<file path="config.mk">
export PLATFORM = sky130hd
export DESIGN_NAME = serial_slt_unit
export DESIGN_NICKNAME = d
export VERILOG_FILES = /design/src/rtl/serial_slt_unit.sv
export SDC_FILE = /design/constraint.sdc
export NUM_CORES = 1
export LEC_CHECK = 0
export CORE_UTILIZATION = 53
export CTS_CLUSTER_SIZE = 24
export DETAILED_ROUTE_END_ITERATION = 6
export PLACE_DENSITY_LB_ADDON = 0.25
export SETUP_SLACK_MARGIN = 0.2
export SLEW_MARGIN = 20
export SYNTH_ARGS = -nofsm -noshare
export SYNTH_HDL_FRONTEND = slang
export SYNTH_SLANG_ARGS = --single-unit
</file>
<file path="constraint.sdc">
create_clock -name clk -period 3.1 [get_ports clk]
set_input_delay 0.31 -clock clk [delete_from_list [all_inputs] [get_ports clk]]
set_output_delay 0.31 -clock clk [all_outputs]
set_load 0.005 [all_outputs]
</file>
<file path="src/rtl/serial_slt_unit.sv">
// serial_slt_unit: bit-serial MSB-first set-less-than (SLT) responder.
// Optional macro SLTU_EN adds an unsigned_op port for unsigned compares.
module serial_slt_unit #(
  parameter int WIDTH = 16
) (
  input  logic             clk,
  input  logic             reset,
  input  logic             start,
`ifdef SLTU_EN
  input  logic             unsigned_op,
`endif
  input  logic [WIDTH-1:0] rs,
  input  logic [WIDTH-1:0] immediate,
  output logic [WIDTH-1:0] rt,
  output logic             busy,
  output logic             done
);

  localparam int CW = $clog2(WIDTH);
  localparam logic [CW-1:0] LAST = CW'(WIDTH - 1);
  localparam logic [CW-1:0] ZERO = '0;

  typedef enum logic {
    IDLE,
    RUN
  } state_t;

  state_t           state, state_n;
  logic [CW-1:0]    cnt, cnt_n;
  logic [WIDTH-1:0] a_reg, a_reg_n;
  logic [WIDTH-1:0] b_reg, b_reg_n;
  logic             decided, decided_n;
  logic             lt, lt_n;
  logic [WIDTH-1:0] rt_n;
  logic             busy_n;
  logic             done_n;

  logic             a_bit;
  logic             b_bit;
  logic             differ;
  logic             msb_signed;
  logic             bit_lt;
  logic             lt_upd;
  logic             decided_upd;

`ifdef SLTU_EN
  logic             uns_q, uns_n;
  logic             sgn;
  assign sgn = ~uns_q;
`else
  logic             sgn;
  assign sgn = 1'b1;
`endif

  // Decide the current bit: first differing bit fixes the result.
  always_comb begin
    a_bit       = a_reg[cnt];
    b_bit       = b_reg[cnt];
    differ      = a_bit ^ b_bit;
    msb_signed  = (cnt == LAST) && sgn;
    bit_lt      = msb_signed ? a_bit : b_bit;
    lt_upd      = lt;
    decided_upd = decided;
    if (!decided && differ) begin
      lt_upd      = bit_lt;
      decided_upd = 1'b1;
    end
  end

  // Next-state and registered-output logic for the IDLE/RUN sequencer.
  always_comb begin
    state_n   = state;
    cnt_n     = cnt;
    a_reg_n   = a_reg;
    b_reg_n   = b_reg;
    decided_n = decided;
    lt_n      = lt;
    rt_n      = rt;
    busy_n    = busy;
    done_n    = 1'b0;
`ifdef SLTU_EN
    uns_n     = uns_q;
`endif
    unique case (state)
      IDLE: begin
        if (start) begin
          a_reg_n   = rs;
          b_reg_n   = immediate;
          decided_n = 1'b0;
          lt_n      = 1'b0;
          cnt_n     = LAST;
          busy_n    = 1'b1;
          state_n   = RUN;
`ifdef SLTU_EN
          uns_n     = unsigned_op;
`endif
        end
      end
      RUN: begin
        decided_n = decided_upd;
        lt_n      = lt_upd;
        cnt_n     = cnt - 1'b1;
        if (cnt == ZERO) begin
          rt_n    = {{(WIDTH-1){1'b0}}, lt_upd};
          done_n  = 1'b1;
          busy_n  = 1'b0;
          cnt_n   = LAST;
          state_n = IDLE;
        end
      end
      default: begin
        state_n = IDLE;
      end
    endcase
  end

  // State and output registers; reset aborts any compare in flight.
  always_ff @(posedge clk or posedge reset) begin
    if (reset) begin
      state   <= IDLE;
      cnt     <= LAST;
      a_reg   <= '0;
      b_reg   <= '0;
      decided <= 1'b0;
      lt      <= 1'b0;
      rt      <= '0;
      busy    <= 1'b0;
      done    <= 1'b0;
`ifdef SLTU_EN
      uns_q   <= 1'b0;
`endif
    end else begin
      state   <= state_n;
      cnt     <= cnt_n;
      a_reg   <= a_reg_n;
      b_reg   <= b_reg_n;
      decided <= decided_n;
      lt      <= lt_n;
      rt      <= rt_n;
      busy    <= busy_n;
      done    <= done_n;
`ifdef SLTU_EN
      uns_q   <= uns_n;
`endif
    end
  end

endmodule

</file>
# Yosys cells after proc, flatten, opt, wreduce, memory -nomap -nowiden
# Index checks and enable logic that the tools add are counted.
[totals] out_inout_bits=18 ff_bits=42 word_cells=45
[op_classes] add_sub_neg=1 eq_ne=4 order_cmp=1 bitwise_logic=2 muxes=21 reduce_logical=7
[ops] operator="$mux W1" n=12
[ops] operator="$bmux W1 S4" n=2
[ops] operator="$mux W4" n=2
[ops] operator="$pmux W1 S2" n=4
[ops] operator="$pmux W4 S2" n=1
[ops] operator="$reduce_and A2 Y1" n=4
[ops] operator="$lt A4 B5 Y1 const B" n=1
[ops] operator="$eq A4 B4 Y1 const B" n=1
[ops] operator="$logic_not A4 Y1" n=1
[ops] operator="$ne A2 B1 Y1 const B" n=2
[ops] operator="$sub A4 B1 Y4 const B" n=1
[ops] operator="$ne A2 B2 Y1 const B" n=1
[ops] operator="$logic_and A1 B1 Y1" n=1
[ops] operator="$logic_not A1 Y1" n=1
[ops] operator="$not A1 Y1" n=1
[ops] operator="$xor A1 B1 Y1" n=1

# Logic depth before layout (Yosys ltp)
# Gate-level depths: netlist of run 1.
[depth] depth_word=6 mapped_depth=8 ltp_nobuf=6

# Least setup slack after synthesis of run 1
# No wires, ideal clock.
[synth_path] path_type="reg-to-reg" start="reg cnt[0]" end="reg decided" path_buffers=1 path_stages_with_launch=7 setup_slack_ns=1.115 t_arrival_ns=1.864 period_less_slack_ns=1.985 required_ns=2.978 path_cell_list="dfstp_2 -> buf_6 -> mux4_1 -> mux2i_4 -> nand2b_1 -> nand3_1 -> a32o_1"
[synth_via] elab_chain_cells=6
[synth_rtl] element="from (decl)" line="29" source="logic [CW-1:0] cnt, cnt_n;"
[synth_rtl] element="from (signal assigned)" line="134" source="cnt <= cnt_n;"
[synth_rtl] element="$bmux W1 S4, on equally long branches" line="57, 58"
[synth_rtl] element="$mux W1, on equally long branches" line="57, 58"
[synth_rtl] element="$xor A1 B1 Y1 *" line="59" source="differ = a_bit ^ b_bit;"
[synth_rtl] element="$logic_and A1 B1 Y1 *" line="64" source="if (!decided && differ) begin"
[synth_rtl] element="$ne A2 B1 Y1 (no source line) *"
[synth_rtl] element="$reduce_and A2 Y1 (no source line) *"
[synth_rtl] element="to (signal assigned)" line="137" source="decided <= decided_n;"
[synth_rtl] element="to (decl)" line="32" source="logic decided, decided_n;"
# Mark *: on every way between the ends. The rest lies on a longest branch, timed or not. The select of a mux whose other input is x is not followed.
# A chain may end at the register's enable or synchronous reset.

# Final worst setup path of run 1
# Ends and elaborated chain as after synthesis.

==> results.py, run 1 <==
metrics = {
    "die": {
        "core_area_um2": 4030,
        "die_w_um": 66.8,
        "dieHeight_um": 66.8,
        "start_util": 0.552,
        "rows": 23,
        "io_pins": 53,
        "die_area_um2": 4460,
    },
    "pwr": {
        "p_seq_frac": 0.461,
        "pwr-share-clk": 0.157,
        "ir_drop_v": 0.000468,
        "power_switching_uw": 841,
        "power_density_nw_per_um2": 869,
        "swShare": 0.364,
        "pwr-share-comb": 0.383,
        "leakage_uw": 0.00126,
        "p_int_uw": 1470,
        "power_uw": 2310,
    },
    "sta": {
        "worst_slew_pin_slew_ns": 0.732,
        "finalCritPeriodShare": 0.725,
        "setup_viol": 0,
        "finalHoldViolCount": 0,
        "fmax_mhz": 445,
        "layout_min_cycle_time_ns": 2.25,
        "holdWs_ns": 0.440,
        "relSlewSlack": 0.512,
        "fin_skew_ns": 0.00769,
        "report.final.slew_viol_count": 0,
        "rsz0062_at_grt": "false",
        "tns_ns": 0,
    },
    "global_routing": {
        "grt_usage": 0.211,
        "grt_pass1_vias": 1567,
        "grt_pass1_wl_um": 6970,
        "grt_use_met3": 0.0497,
        "grtUsageMet1": 0.291,
        "antenna_found_initial": 0,
        "grtUsageMet2": 0.321,
        "grt_busiest_layer": "met2",
        "grt_max_degree": 21,
        "globalRoute.totalOverflow": 0,
    },
    "synthesis": {
        "yosysWarnings": 0,
        "ys_async_sr_fraction": 1.00,
        "synth_area_leader_cell": "dfrtp_1",
        "synthMuxAreaShare": 0.0787,
        "synth_top_family_by_area": "simple AND/OR/NAND/NOR gates",
        "ys_seq_elements": 42,
        "yosys-top-cells-area": "dfrtp_1 (43%), nand2_1 (18%), buf_4 (5.1%), dfstp_2 (4.7%), mux4_2 (4.0%)",
        "synth_most_common_cell": "nand2_1",
        "synth_area_um2": 2220,
        "synth_compound_area_frac": 0.0501,
        "synth_common_cells": "nand2_1 (104), dfrtp_1 (38), buf_4 (15)",
        "synth-xor-area-share": 0.00787,
        "synth_cells": 250,
        "synth-adder-area-share": 0.0112,
        "synthSimpleGateAreaFrac": 0.287,
        "syn_area_per_cell_um2": 8.90,
        "yosys.area.top_type_share": 0.427,
        "ys_types": 36,
        "synth_edf_count": 0,
        "synth-seq-area-share": 0.475,
        "ys.flop_type": "dfrtp_1",
    },
    "final_layout": {
        "nets": 321,
        "finalNonFillerCells": 335,
        "antenna_cells": 0,
        "drive_gt1_frac": 0.0842,
        "area_delta_synth_final_pct": 19.5,
    },
    "detailed_routing": {
        "avgViaCountPerCell": 5.13,
        "wl_per_cell_um": 11.7,
        "ant_nets": 0,
        "drtPass1Iterations": 4,
        "drt_iter0_drc": 114,
        "routed_wl_um": 3920,
        "drcViolationCount": 0,
        "vias": 1720,
    },
    "cts": {
        "cts_max_path_buffers": 2,
        "cts_buffers": 5,
        "clkTransAtPathRegs_ns": 0.08,
        "clk_latency_ns": 0.29,
        "clock_sinks": 42,
        "h-tree-depth": 2,
        "cts_setup_buffers": 0,
        "clock-root-buffer": "clkbuf_8",
        "cts_hold_buffers": 0,
        "cts_tree": "built",
        "cts_resized": 0,
    },
    "run": {
        "cap_viol_max_count": 0,
    },
    "critical_path": {
        "reg2reg_setup_slack_ns": 0.85,
        "r2r-start": "cnt[0]",
        "cpPeakStageDelay_ns": 0.76,
        "start_kind": "register",
        "cp_slowest_cell": "dfstp_2",
        "crit_arrival_ns": 2.42,
        "path_cells": "mux4_1 > mux2i_4 > nand2b_1 > nand3_1 > a32o_1",
        "worst-path-max-fanout": 18,
        "critical_path_required_ns": 3.28,
        "worst-path-buf-inv": 0,
        "cp-end-kind": "register",
        "startpoint": "cnt[0]",
        "critPathKind": "register to register",
        "cp_top_family": "multiplexers",
    },
    "placed_design": {
        "dp_cells": 327,
        "port_buffers": 37,
        "gp_congestion": 0.886,
        "post-dp-hpwl_um": 2890,
    },
    "worst_hold_path": {
        "hold_class": "input port to asynchronous set/reset pin",
    },
    "outcome": {
        "outcome": "complete, no violations",
    },
}
[cells in the final DEF (no fill, tap or decap), drive strengths merged, types with 3 or more instances in the layout]
| cell | netlist | routed |
|---|---|---|
| a21oi | 3 | 3 |
| buf | 19 | 4 |
| clkbuf | 9 | 6 |
| clkdlybuf4s50 | 0 | 37 |
| conb | 1 | 15 |
| dfrtp | 38 | 38 |
| dfstp | 4 | 4 |
| inv | 5 | 5 |
| mux4 | 6 | 6 |
| nand2 | 104 | 104 |
| nand2b | 7 | 7 |
| nor2 | 9 | 9 |
| nor2b | 6 | 6 |
| nor3 | 4 | 4 |
| nor4 | 3 | 3 |
| o2111ai | 3 | 3 |
| o21ai | 5 | 5 |
[per-stage QoR]
stage,instance area (µm²),utilization,setup slack (ns)
global route,2660,0.660,0.715
detailed placement,2560,0.636,0.871
CTS,2660,0.660,0.849
finish,2660,0.660,0.853
floorplan,2280,-,1.11
global placement,2560,0.636,0.922
[worst paths after layout]
check                                  to  cells past startpoint
worst max-delay path              decided                      5
min in group clk                 b_reg[8]                      2
worst max register to register    decided                      5
max in group asynchronous          cnt[1]                      3
worst min-delay path            a_reg[14]                      2
worst min register to register   b_reg[8]                      2
[routing by layer]
metal  part of all wire  routed length, µm
met5                  0                  0
met4              0.014                 55
met3              0.039                151
met2               0.47               1840
met1               0.48               1880
[kinds of logic after synthesis]
| kind of cell | Yosys count |
|---|---|
| buf+inv | 33 |
| compound gates | 16 |
| xor+xnor | 2 |
| flops | 42 |
| fa+ha+maj | 2 |
| simple gates | 146 |
| other cells | 1 |
| mux | 8 |
[power by group through the flow]
stage	sequential [µW]	combinational [µW]	clock, µW
floorplan	931	824	0
global placement	1070	853	0
detailed placement	1070	888	0
CTS	1070	891	370
global route	1110	1010	391
finish	1060	883	362
[cell type report]
type,count,area [µm²]
fill,347,1370
sequential,42,1060
multi-input combinational,189,1030
timing repair buffer,41,400
clock buffer,6,82.6
tap,50,62.6
inverter,5,18.8
clock inverter,2,12.5
Note: power is estimated with default switching activity, not from simulation.
==> run 2, diff against run 1 <==
- CORE_UTILIZATION: 53 -> 49
- clock period: 3.1 -> 2.3 ns (I/O delays scaled with it)
==> run 2 against run 1 <==
  * Flip-flop and latch count unchanged
  * Worst hold slack worse by 0.074 ns
  * Sequential share of layout area down 0.70 points
  * Clock skew down 0.0040 ns
  * Sequential power up 36%
  * Maximum frequency up 14%
  * Combinational power up 51%
  * Core utilization down 3.8 points
  * Via count down 2.2%
  * Design area up 1.8%
  * Final cell count up 1.8%
==> results.py, run 2 (synthesized netlist as in run 1, its figures left out) <==
metrics = {
    "outcome": {
        "outcome": "complete, no violations",
    },
    "critical_path": {
        "cp-end-kind": "register",
        "worst-path-max-fanout": 6,
        "cp_slowest_cell": "dfstp_2",
        "critical_path_required_ns": 2.49,
        "cpPeakStageDelay_ns": 0.64,
        "path_cells": "mux4_2 > mux2i_4 > nand2b_1 > nand3_1 > a32o_1",
        "critPathKind": "register to register",
        "worst-path-buf-inv": 0,
        "crit_arrival_ns": 2.16,
        "start_kind": "register",
        "cp_top_family": "multiplexers",
    },
    "sta": {
        "holdWs_ns": 0.366,
        "relSlewSlack": 0.654,
        "layout_min_cycle_time_ns": 1.97,
        "worst_slack_ns": 0.330,
        "fin_skew_ns": 0.00368,
        "fmax_mhz": 508,
        "setup_viol": 0,
        "worst_slew_pin_slew_ns": 0.519,
        "finalCritPeriodShare": 0.857,
        "report.final.slew_viol_count": 0,
        "finalHoldViolCount": 0,
        "rsz0062_at_grt": "false",
        "tns_ns": 0,
    },
    "final_layout": {
        "fill_cells": 380,
        "layout_commonest_cell": "nand2_1",
        "nets": 325,
        "drive_gt1_frac": 0.111,
        "area_delta_synth_final_pct": 21.7,
        "finalNonFillerCells": 341,
        "antenna_cells": 0,
        "final_cell_mix": "nand2_1 (104), dfrtp_1 (38), clkdlybuf4s50_1 (37)",
    },
    "detailed_routing": {
        "drtPass1Iterations": 4,
        "dr_wl_met2_um": 1990,
        "avgViaCountPerCell": 4.93,
        "vias": 1682,
        "ant_nets": 0,
        "wl_met1_um": 2120,
        "wl_per_cell_um": 12.7,
        "wl_met3_um": 146,
        "routed_wl_um": 4320,
        "drt_iter0_drc": 131,
        "top_layer": "met4",
        "drcViolationCount": 0,
    },
    "cts": {
        "clk_latency_ns": 0.29,
        "h-tree-depth": 2,
        "cts_max_path_buffers": 2,
        "cts_tree": "built",
        "clock_sinks": 42,
        "clock-root-buffer": "clkbuf_8",
        "cts_buffers": 5,
        "cts_hold_buffers": 0,
        "clkTransAtPathRegs_ns": 0.08,
    },
    "die": {
        "die_area_um2": 4810,
        "core_area_um2": 4350,
        "rows": 24,
        "dieHeight_um": 69.4,
        "io_pins": 53,
        "die_w_um": 69.4,
        "start_util": 0.511,
    },
    "global_routing": {
        "antenna_found_initial": 0,
        "grt_pass1_vias": 1644,
        "grt_pass1_wl_um": 7590,
        "globalRoute.totalOverflow": 0,
        "grt_max_degree": 43,
        "grt_usage": 0.201,
    },
    "placed_design": {
        "port_buffers": 37,
        "gp_congestion": 0.825,
        "dp_cells": 331,
        "preCtsSetupSlack_ns": 0.230,
        "post-dp-hpwl_um": 3070,
    },
    "run": {
        "cap_viol_max_count": 0,
    },
    "pwr": {
        "ir_drop_v": 0.000544,
        "power_uw": 3260,
        "leakage_uw": 0.00128,
        "power_density_nw_per_um2": 1200,
    },
    "worst_hold_path": {
        "hold_class": "input port to asynchronous set/reset pin",
    },
}
## run 2: changes by cell type in the layout (fill, tap and decap cells not counted), sizes merged
cell / previous run / this run
clkinvlp: 1 / 0
clkbuf: 6 / 7
buf: 4 / 8
## run 2: worst paths after layout
path | from | to | slack [ns] | cells past startpoint
worst max-delay path | cnt[0] | decided | 0.33 | 5
worst min-delay path | reset | a_reg[12] | 0.37 | 3
worst max register to register | cnt[0] | decided | 0.33 | 5
worst min register to register | a_reg[13] | a_reg[13] | 0.48 | 2
max in group asynchronous | reset | cnt[3] | 1.57 | 3
min in group clk | immediate[1] | b_reg[1] | 0.46 | 3
## run 2: final cells by class
type	instances	area [µm²]	area share
flip-flops and latches	42	1060	0.390
multi-input cells	189	1040	0.386
repair buffers	45	430	0.159
clock buffers	7	86.3	0.0319
well taps	52	65.1	0.0240
inverters	5	18.8	0.00693
clock inverters	1	5.00	0.00185
## run 2: timing repair
item | in CTS | in global routing
resized for setup | 0 | 6
endpoints found under the setup margin | 0 | 3
setup buffers | 0 | 2
## run 2: power by group
part	internal [µW]	total [µW]	switching, µW
clock	242	488	246
combinational	715	1330	611
sequential	1100	1440	346
## run 2: metal layers
metal / vias to the layer above / GRT usage
met5: - / 0
met1: 783 / 0.276
met2: 36 / 0.311
met3: 5 / 0.0436
li1: 858 / -
met4: 0 / 0.0794
## run 2: worst register-to-register path, cell delays in order, from the launching register on
cell and delay [ns]:
dfstp_2 0.64, mux4_2 0.56, mux2i_4 0.19, nand2b_1 0.15, nand3_1 0.08, a32o_1 0.26
## run 2: per-stage QoR
step	util	instance area (µm²)
2_1_floorplan	-	2280
3_3_place_gp	0.593	2580
3_5_place_dp	0.593	2580
4_1_cts	0.614	2670
5_1_grt	0.622	2710
6_report	0.622	2710
